### src/rtl/compare_stage_if.sv
// Sample/pattern/status bundle between compare_stage and its driver.
// The slave modport is the compare_stage side; master is the feeding/observing side.
interface compare_stage_if #(
  parameter int unsigned DATA_WIDTH = 8,
  parameter int unsigned PAT_DEPTH  = 4,
  parameter int unsigned CNT_WIDTH  = 8
);
  localparam int unsigned IDX_WIDTH = (PAT_DEPTH > 1) ? $clog2(PAT_DEPTH) : 1;

  logic                  pat_wr_en;
  logic [IDX_WIDTH-1:0]  pat_wr_addr;
  logic [DATA_WIDTH-1:0] pat_wr_data;
  logic                  data_valid;
  logic [DATA_WIDTH-1:0] data_in;
  logic                  hold;
  logic                  error;
  logic                  data_ready;
  logic                  compare_result;
  logic                  result_valid;
  logic [IDX_WIDTH-1:0]  pattern_index;
  logic [CNT_WIDTH-1:0]  mismatch_count;

  modport master (
    output pat_wr_en, pat_wr_addr, pat_wr_data, data_valid, data_in, hold, error,
    input  data_ready, compare_result, result_valid, pattern_index, mismatch_count
  );

  modport slave (
    input  pat_wr_en, pat_wr_addr, pat_wr_data, data_valid, data_in, hold, error,
    output data_ready, compare_result, result_valid, pattern_index, mismatch_count
  );
endinterface

### src/rtl/compare_stage.sv
// Checks an incoming sample stream against a small programmable pattern table,
// feeding a level compare_result to the downstream state machine.
module compare_stage #(
  parameter int unsigned DATA_WIDTH = 8,
  parameter int unsigned PAT_DEPTH  = 4,
  parameter int unsigned CNT_WIDTH  = 8
) (
  input  logic             clk,
  input  logic             reset,
  compare_stage_if.slave   bus
);
  localparam int unsigned IDX_WIDTH = (PAT_DEPTH > 1) ? $clog2(PAT_DEPTH) : 1;
  localparam logic [CNT_WIDTH-1:0] CNT_MAX = '1;

  logic [DATA_WIDTH-1:0] pat_q [PAT_DEPTH];
  logic [IDX_WIDTH-1:0]  idx_q;
  logic [CNT_WIDTH-1:0]  cnt_q;
  logic                  result_q;
  logic                  valid_q;
  logic                  ready_c;
  logic                  accept_c;
  logic                  match_c;

  assign ready_c  = !bus.hold && !bus.error && !reset;
  assign accept_c = bus.data_valid && ready_c;
  // Compare reads the table before any same-edge write lands.
  assign match_c  = (bus.data_in == pat_q[idx_q]);

  always_ff @(posedge clk) begin
    if (reset) begin
      for (int unsigned i = 0; i < PAT_DEPTH; i++) pat_q[i] <= '0;
      idx_q    <= '0;
      cnt_q    <= '0;
      result_q <= 1'b1;
      valid_q  <= 1'b0;
    end else begin
      if (bus.pat_wr_en) pat_q[bus.pat_wr_addr] <= bus.pat_wr_data;
      valid_q <= accept_c;
      if (accept_c) begin
        result_q <= match_c;
        idx_q    <= idx_q + IDX_WIDTH'(1);
        if (!match_c && (cnt_q != CNT_MAX)) cnt_q <= cnt_q + CNT_WIDTH'(1);
      end else if (bus.error) begin
        // Resync to the start of the table; hold cannot block this.
        idx_q <= '0;
      end
    end
  end

  assign bus.data_ready     = ready_c;
  assign bus.compare_result = result_q;
  assign bus.result_valid   = valid_q;
  assign bus.pattern_index  = idx_q;
  assign bus.mismatch_count = cnt_q;
endmodule

### src/flat_wrapper.sv
// flat-port wrapper written by rule: the top's interface ports become plain ports
module compare_stage_flat 
#(
  parameter int unsigned DATA_WIDTH = 8,
  parameter int unsigned PAT_DEPTH  = 4,
  parameter int unsigned CNT_WIDTH  = 8
)
  (clk, reset, bus_pat_wr_en, bus_pat_wr_addr, bus_pat_wr_data, bus_data_valid, bus_data_in, bus_hold, bus_error, bus_data_ready, bus_compare_result, bus_result_valid, bus_pattern_index, bus_mismatch_count);
  compare_stage_if #(.DATA_WIDTH(DATA_WIDTH), .PAT_DEPTH(PAT_DEPTH), .CNT_WIDTH(CNT_WIDTH)) bus_i ();
  input  logic clk;
  input  logic reset;
  input wire logic [$bits(bus_i.pat_wr_en)-1:0] bus_pat_wr_en;
  input wire logic [$bits(bus_i.pat_wr_addr)-1:0] bus_pat_wr_addr;
  input wire logic [$bits(bus_i.pat_wr_data)-1:0] bus_pat_wr_data;
  input wire logic [$bits(bus_i.data_valid)-1:0] bus_data_valid;
  input wire logic [$bits(bus_i.data_in)-1:0] bus_data_in;
  input wire logic [$bits(bus_i.hold)-1:0] bus_hold;
  input wire logic [$bits(bus_i.error)-1:0] bus_error;
  output wire logic [$bits(bus_i.data_ready)-1:0] bus_data_ready;
  output wire logic [$bits(bus_i.compare_result)-1:0] bus_compare_result;
  output wire logic [$bits(bus_i.result_valid)-1:0] bus_result_valid;
  output wire logic [$bits(bus_i.pattern_index)-1:0] bus_pattern_index;
  output wire logic [$bits(bus_i.mismatch_count)-1:0] bus_mismatch_count;
  assign bus_i.pat_wr_en = bus_pat_wr_en;
  assign bus_i.pat_wr_addr = bus_pat_wr_addr;
  assign bus_i.pat_wr_data = bus_pat_wr_data;
  assign bus_i.data_valid = bus_data_valid;
  assign bus_i.data_in = bus_data_in;
  assign bus_i.hold = bus_hold;
  assign bus_i.error = bus_error;
  assign bus_data_ready = bus_i.data_ready;
  assign bus_compare_result = bus_i.compare_result;
  assign bus_result_valid = bus_i.result_valid;
  assign bus_pattern_index = bus_i.pattern_index;
  assign bus_mismatch_count = bus_i.mismatch_count;
  compare_stage #(.DATA_WIDTH(DATA_WIDTH), .PAT_DEPTH(PAT_DEPTH), .CNT_WIDTH(CNT_WIDTH)) u_core (.clk(clk), .reset(reset), .bus(bus_i));
endmodule
### config.mk
export PLATFORM = sky130hd
export DESIGN_NAME = compare_stage_flat
export DESIGN_NICKNAME = d
export VERILOG_FILES = /design/src/rtl/compare_stage_if.sv /design/src/rtl/compare_stage.sv /design/src/flat_wrapper.sv
export SDC_FILE = /design/constraint.sdc
export NUM_CORES = 1
export LEC_CHECK = 0
export ABC_CLOCK_PERIOD_IN_PS = 3900
export CAP_MARGIN = 20
export CELL_PAD_IN_SITES_DETAIL_PLACEMENT = 1
export CELL_PAD_IN_SITES_GLOBAL_PLACEMENT = 1
export CORE_UTILIZATION = 35
export CTS_BUF_LIST = sky130_fd_sc_hd__clkbuf_8
export DETAILED_ROUTE_END_ITERATION = 10
export MAX_ROUTING_LAYER = met4
export PLACE_DENSITY_LB_ADDON = 0.05
export SYNTH_ARGS = -nofsm -noshare
export SYNTH_HDL_FRONTEND = slang
export SYNTH_SLANG_ARGS = --single-unit
### constraint.sdc
create_clock -name clk -period 3.9 [get_ports clk]
set_input_delay 0.975 -clock clk [delete_from_list [all_inputs] [get_ports clk]]
set_output_delay 0.975 -clock clk [all_outputs]
set_load 0.02 [all_outputs]
; ---- Word level (Yosys, flattened, before mapping)
; Memories as Yosys holds them, arrays and structs flattened. A register that Yosys moved wholly into a read port is not among the register bits.
; Index checks and enable logic that the tools add are counted.
[word_totals]
ff_bits = 12
latch_bits = 0
mem_bits_rw = 32
mem_bits_ro = 0
input_bits = 24
out_inout_bits = 13
word_cells = 32
n_memories = 1
[op_classes]
n_addsub = 2
mul = 0
div = 0
order_cmp = 0
eq_ne = 2
shifts = 0
n_mux = 12
bitwise = 0
reduce_logical = 11
[mem_list]
columns = name, depth, width, rd, rd_ports_with_merged_regs, wr, line
row1 = u_core.pat_q, 4, 8, 1, 1, 4, compare_stage.sv:15  ; logic [DATA_WIDTH-1:0] pat_q [PAT_DEPTH];
[op_table]
columns = op, count
row1 = 2-to-1 mux 2 bit, 5
row2 = "adder 8 x 1 -> 8 bit, second input constant", 1
row3 = == test 8 bit, 1
row4 = 2-to-1 mux 8 bit, 1
row5 = "!= test 8 bit, second input constant", 1
row6 = OR reduction 8 bit, 1
row7 = 2-to-1 mux 1 bit, 6
row8 = logical AND 1 bit, 4
row9 = logical NOT 1 bit, 4
row10 = "adder 2 x 1 -> 2 bit, second input constant", 1
row11 = AND reduction 2 bit, 1
row12 = nonzero test 2 bit, 1

; ---- Logic depth before layout (Yosys ltp)
[logic_depth]
depth_word = 7
ltp_mapped = 8
ltp_nobuf = 7

; ---- Worst setup path before layout
; No wires, ideal clock.
[synth_timing]
kind = input-to-output
from = in reset
to = out bus_data_ready
arrival_ps = 1620
required_time_ps = 2925
setup_slack_ps = 1305
stages = 2
path_buffers = 1
cell_sequence = clkbuf_1 > nor3_1
[synth_via]
elab_chain_len = 2
[synth_rtl]
columns = element, line
row1 = from (decl), flat_wrapper.sv:11  ; input logic reset;
row2 = logical NOT 1 bit, compare_stage.sv:24  ; assign ready_c = !bus.hold && !bus.error && !reset;
row3 = logical AND 1 bit, compare_stage.sv:24
row4 = to (decl), flat_wrapper.sv:19  ; output wire logic [$bits(bus_i.data_ready)-1:0] bus_data_ready;
; Every way passes these cells.

; ---- Final worst setup path
[layout_timing]
from = in bus_error
to = out bus_data_ready
[layout_via]
elab_chain_len = 3
[layout_rtl]
columns = element, line
row1 = from (decl), flat_wrapper.sv:18  ; input wire logic [$bits(bus_i.error)-1:0] bus_error;
row2 = logical NOT 1 bit, compare_stage.sv:24
row3 = logical AND 1 bit (2 in a row), compare_stage.sv:24
; Every way passes these cells.

==> flow_summary_export.csv <==
group,metric,value,unit
outcome,status,"completed",
timing,hold_viol_final,0,
global_route,grt_max_degree,14,
clocking,cts_made_buffers,5,
synth,syn_area_per_cell,13.5,um2
power,finalPower,0.00100,W
clocking,clk_pin_slew,0.08,ns
placed_design,hpwl,3.44,mm
power,p_per_area,372,mW/mm2
finish,final_nets,227,
hold_path,hp-class,"reg -> reg",
floorplanning,fp.dieW,80.0,um
run,cap_violations,0,
global_route,antenna_found_initial,0,
power,switching_share,21.2,%
power,pwr-share-seq,55.9,%
timing,max_slew.worst_pin.slew,0.645,ns
synth,yosysUniqueCellTypes,38,
synth,yosysSeqAreaShare,58.3,%
clocking,post_cts.repair.setup_buffers,0,
setup_path,critical_path_class,"in -> out",
clocking,clk_latency,0.29,ns
timing,fmax,308,MHz
power,comb_power_share,9.8,%
timing,maxSlewHeadroom,56.9,%
clocking,numClockSinks,46,
floorplanning,pin_count,37,
timing,finalCritPeriodShare,83.3,%
finish,drive_above_1_share,12.3,%
floorplanning,dieHeight,80.0,um
hold_path,min_from,"u_core.bus.mismatch_count[0]$_SDFFE_PP0P_",
finish,antenna_cells,0,
synth,synth_area,0.00213,mm2
setup_path,cp-end-kind,"output pin",
synth,ys_ff_latch,46,
floorplanning,initial_core_util,36.2,%
floorplanning,num_rows,28,
detailed_routing,vias,1403,
detailed_routing,drc,0,
global_route,grt_first_pass_wirelength,7.41,mm
floorplanning,core_area,0.00589,mm2
clocking,cts_tree,"built",
detailed_routing,wl_per_cell,17.3,um
power,vdd_drop_max,0.158,mV
setup_path,crit_chain,"clkdlybuf4s50_1, nor3_1, clkdlybuf4s50_1",
timing,setup_viol,0,
global_route,grt_use_total,16.4,%
finish,fin_cells,278,
clocking,cts_hold_buf,0,
synth,syn-instance-count,158,
power,clockPowerShare,34.4,%
timing,finClkSkew,0.00316,ns
setup_path,crit_path_frequent_cell,"clkdlybuf4s50_1",
timing,fin_crit,3.25,ns
timing,rsz0062_at_grt,"false",
clocking,cts_buffer_depth,2,
setup_path,setup.worst_path.start,"bus_error",
setup_path,cp_max_fo,4,
setup_path,slowest_stage,"clkdlybuf4s50_1",
clocking,cts_resized,0,
power,p_sw,0.000213,W
setup_path,cpPeakStageDelay,0.63,ns
detailed_routing,dr.pass1.iters,4,
global_route,first_global_vias,1456,
global_route,overflow,0,
setup_path,cp-start-kind,"primary input",
setup_path,cp_data_required_time,2.92,ns
finish,area_growth,26.5,%
floorplanning,die-area,0.00640,mm2
detailed_routing,drt_iter0_markers,47,
placed_design,dp.cells,270,
detailed_routing,via_per_inst,5.05,
setup_path,critPathArrivalTime,2.27,ns
placed_design,io_buffer_count,36,
synth,yosys_warnings,0,
power,p_int,0.000789,W
clocking,cts-root-buf,"clkbuf_8",
timing,finalMaxSlewViolations,0,
timing,fin_tns_setup,0,ns
finish,final_util,45.7,%
detailed_routing,drtAntennaViolNets,0,
power,power.leakage,0.965,nW
placed_design,routabilityCongestion,0.710,
detailed_routing,wl,4.81,mm
synth,syn_nets,183,
clocking,cts.htree.levels,2,
-- cell usage in the layout (no fill, tap or decap), types with 2 or more instances in the layout --
cell	count
clkdlybuf4s50_1	36
and2_1	32
edfxtp_1	32
dfxtp_1	14
nand2_1	10
xor2_1	9
mux4_2	6
nor2_1	5
clkbuf_8	5
buf_4	5
nor3_1	4
nand3_1	4
nor2b_1	3
nor3b_1	3
inv_1	3
or2_2	2
o21ai_0	2
mux4_1	2
nor4_2	2
and3_1	2
mux2i_1	2
xnor2_1	2
nand4_1	2
o311ai_0	2
-- power by group through the flow --
stage               Clock (W)  Sequential, W  Combinational, W
global placement            0       0.000569         0.0000970
CTS                  0.000351       0.000560          0.000100
floorplan                   0       0.000568         0.0000492
detailed placement          0       0.000572          0.000100
global route         0.000365       0.000562          0.000106
finish               0.000344       0.000559         0.0000978
-- cells in the mapped netlist (all sizes together) --
cell type / instances / area [um2]
and2: 33 / 209
edfxtp: 32 / 961
dfxtp: 14 / 280
nand2: 10 / 37.5
xor2: 9 / 78.8
mux4: 8 / 188
nor2: 6 / 30.0
nand3: 4 / 20.0
nor3: 4 / 20.0
nor2b: 3 / 18.8
nor3b: 3 / 22.5
and3: 2 / 12.5
buf: 2 / 26.3
clkbuf: 2 / 8.75
mux2i: 2 / 20.0
nand4: 2 / 12.5
nor4: 2 / 25.0
o21ai: 2 / 10.0
o311ai: 2 / 17.5
or2: 2 / 12.5
xnor2: 2 / 17.5
a211oi: 1 / 7.51
clkinv: 1 / 3.75
ha: 1 / 12.5
inv: 1 / 3.75
mux2: 1 / 15.0
o211a: 1 / 10.0
o211ai: 1 / 7.51
o31ai: 1 / 7.51
o41ai: 1 / 8.76
or3: 1 / 6.26
or4: 1 / 7.51
or4b: 1 / 10.0
-- kinds of logic (layout without fill, tap and decap cells) --
family	after synthesis	in the layout	synth area share [%]
xor+xnor	11	11	4.53
buf+inv	6	51	2.00
fa+ha+maj	1	1	0.588
simple gates	74	74	20.9
flops	46	46	58.3
compound gates	9	9	3.23
mux	11	11	10.5
-- through the flow --
step / hold slack, ns / setup slack [ns] / area, um2
after floorplan: 0.562 / 1.31 / 2130
after global placement: 0.496 / 0.694 / 2580
after detailed placement: 0.517 / 0.638 / 2580
after CTS: 0.535 / 0.624 / 2690
after global routing: 0.559 / 0.591 / 2690
final: 0.530 / 0.653 / 2690
-- sequential cells by signal, summed over array words and instances, names as in the netlist, named ones only --
register                   count
u_core.bus.mismatch_count      8
u_core.bus.pattern_index       2
u_core.bus.compare_result      1
u_core.bus.result_valid        1
u_core.pat_q                  32
-- path summary, 6_finish.rpt --
check | to | slack, ns | depth (start not counted)
hold reg to reg | u_core.bus.mismatch_count[0]$_SDFFE_PP0P_ | 0.53 | 2
setup reg to reg | u_core.bus.mismatch_count[6]$_SDFFE_PP0P_ | 1.16 | 6
setup / recovery | bus_data_ready | 0.65 | 3
hold / removal | u_core.bus.mismatch_count[0]$_SDFFE_PP0P_ | 0.53 | 2
-- layer usage --
layer	wire, um	global-route usage (%)	up-vias
met2	2410	28.5	30
met5	0	-	-
met3	163	3.43	5
li1	-	-	665
met1	2180	19.4	703
met4	54	4.29	0
-- critical path: cells and delay by family --
family / cells / cell delay (ns)
buf+inv: 2 / 1.10
simple gates: 1 / 0.20
-- cell type report --
class	instances	area, um2
Sequential cell	46	1240
Multi-Input combinational cell	106	845
Clock inverter	3	37.5
Fill cell	631	3190
Timing Repair Buffer	41	398
Clock buffer	5	68.8
Inverter	2	7.51
Tap cell	75	93.8
Power figures use the tool's default switching activity.
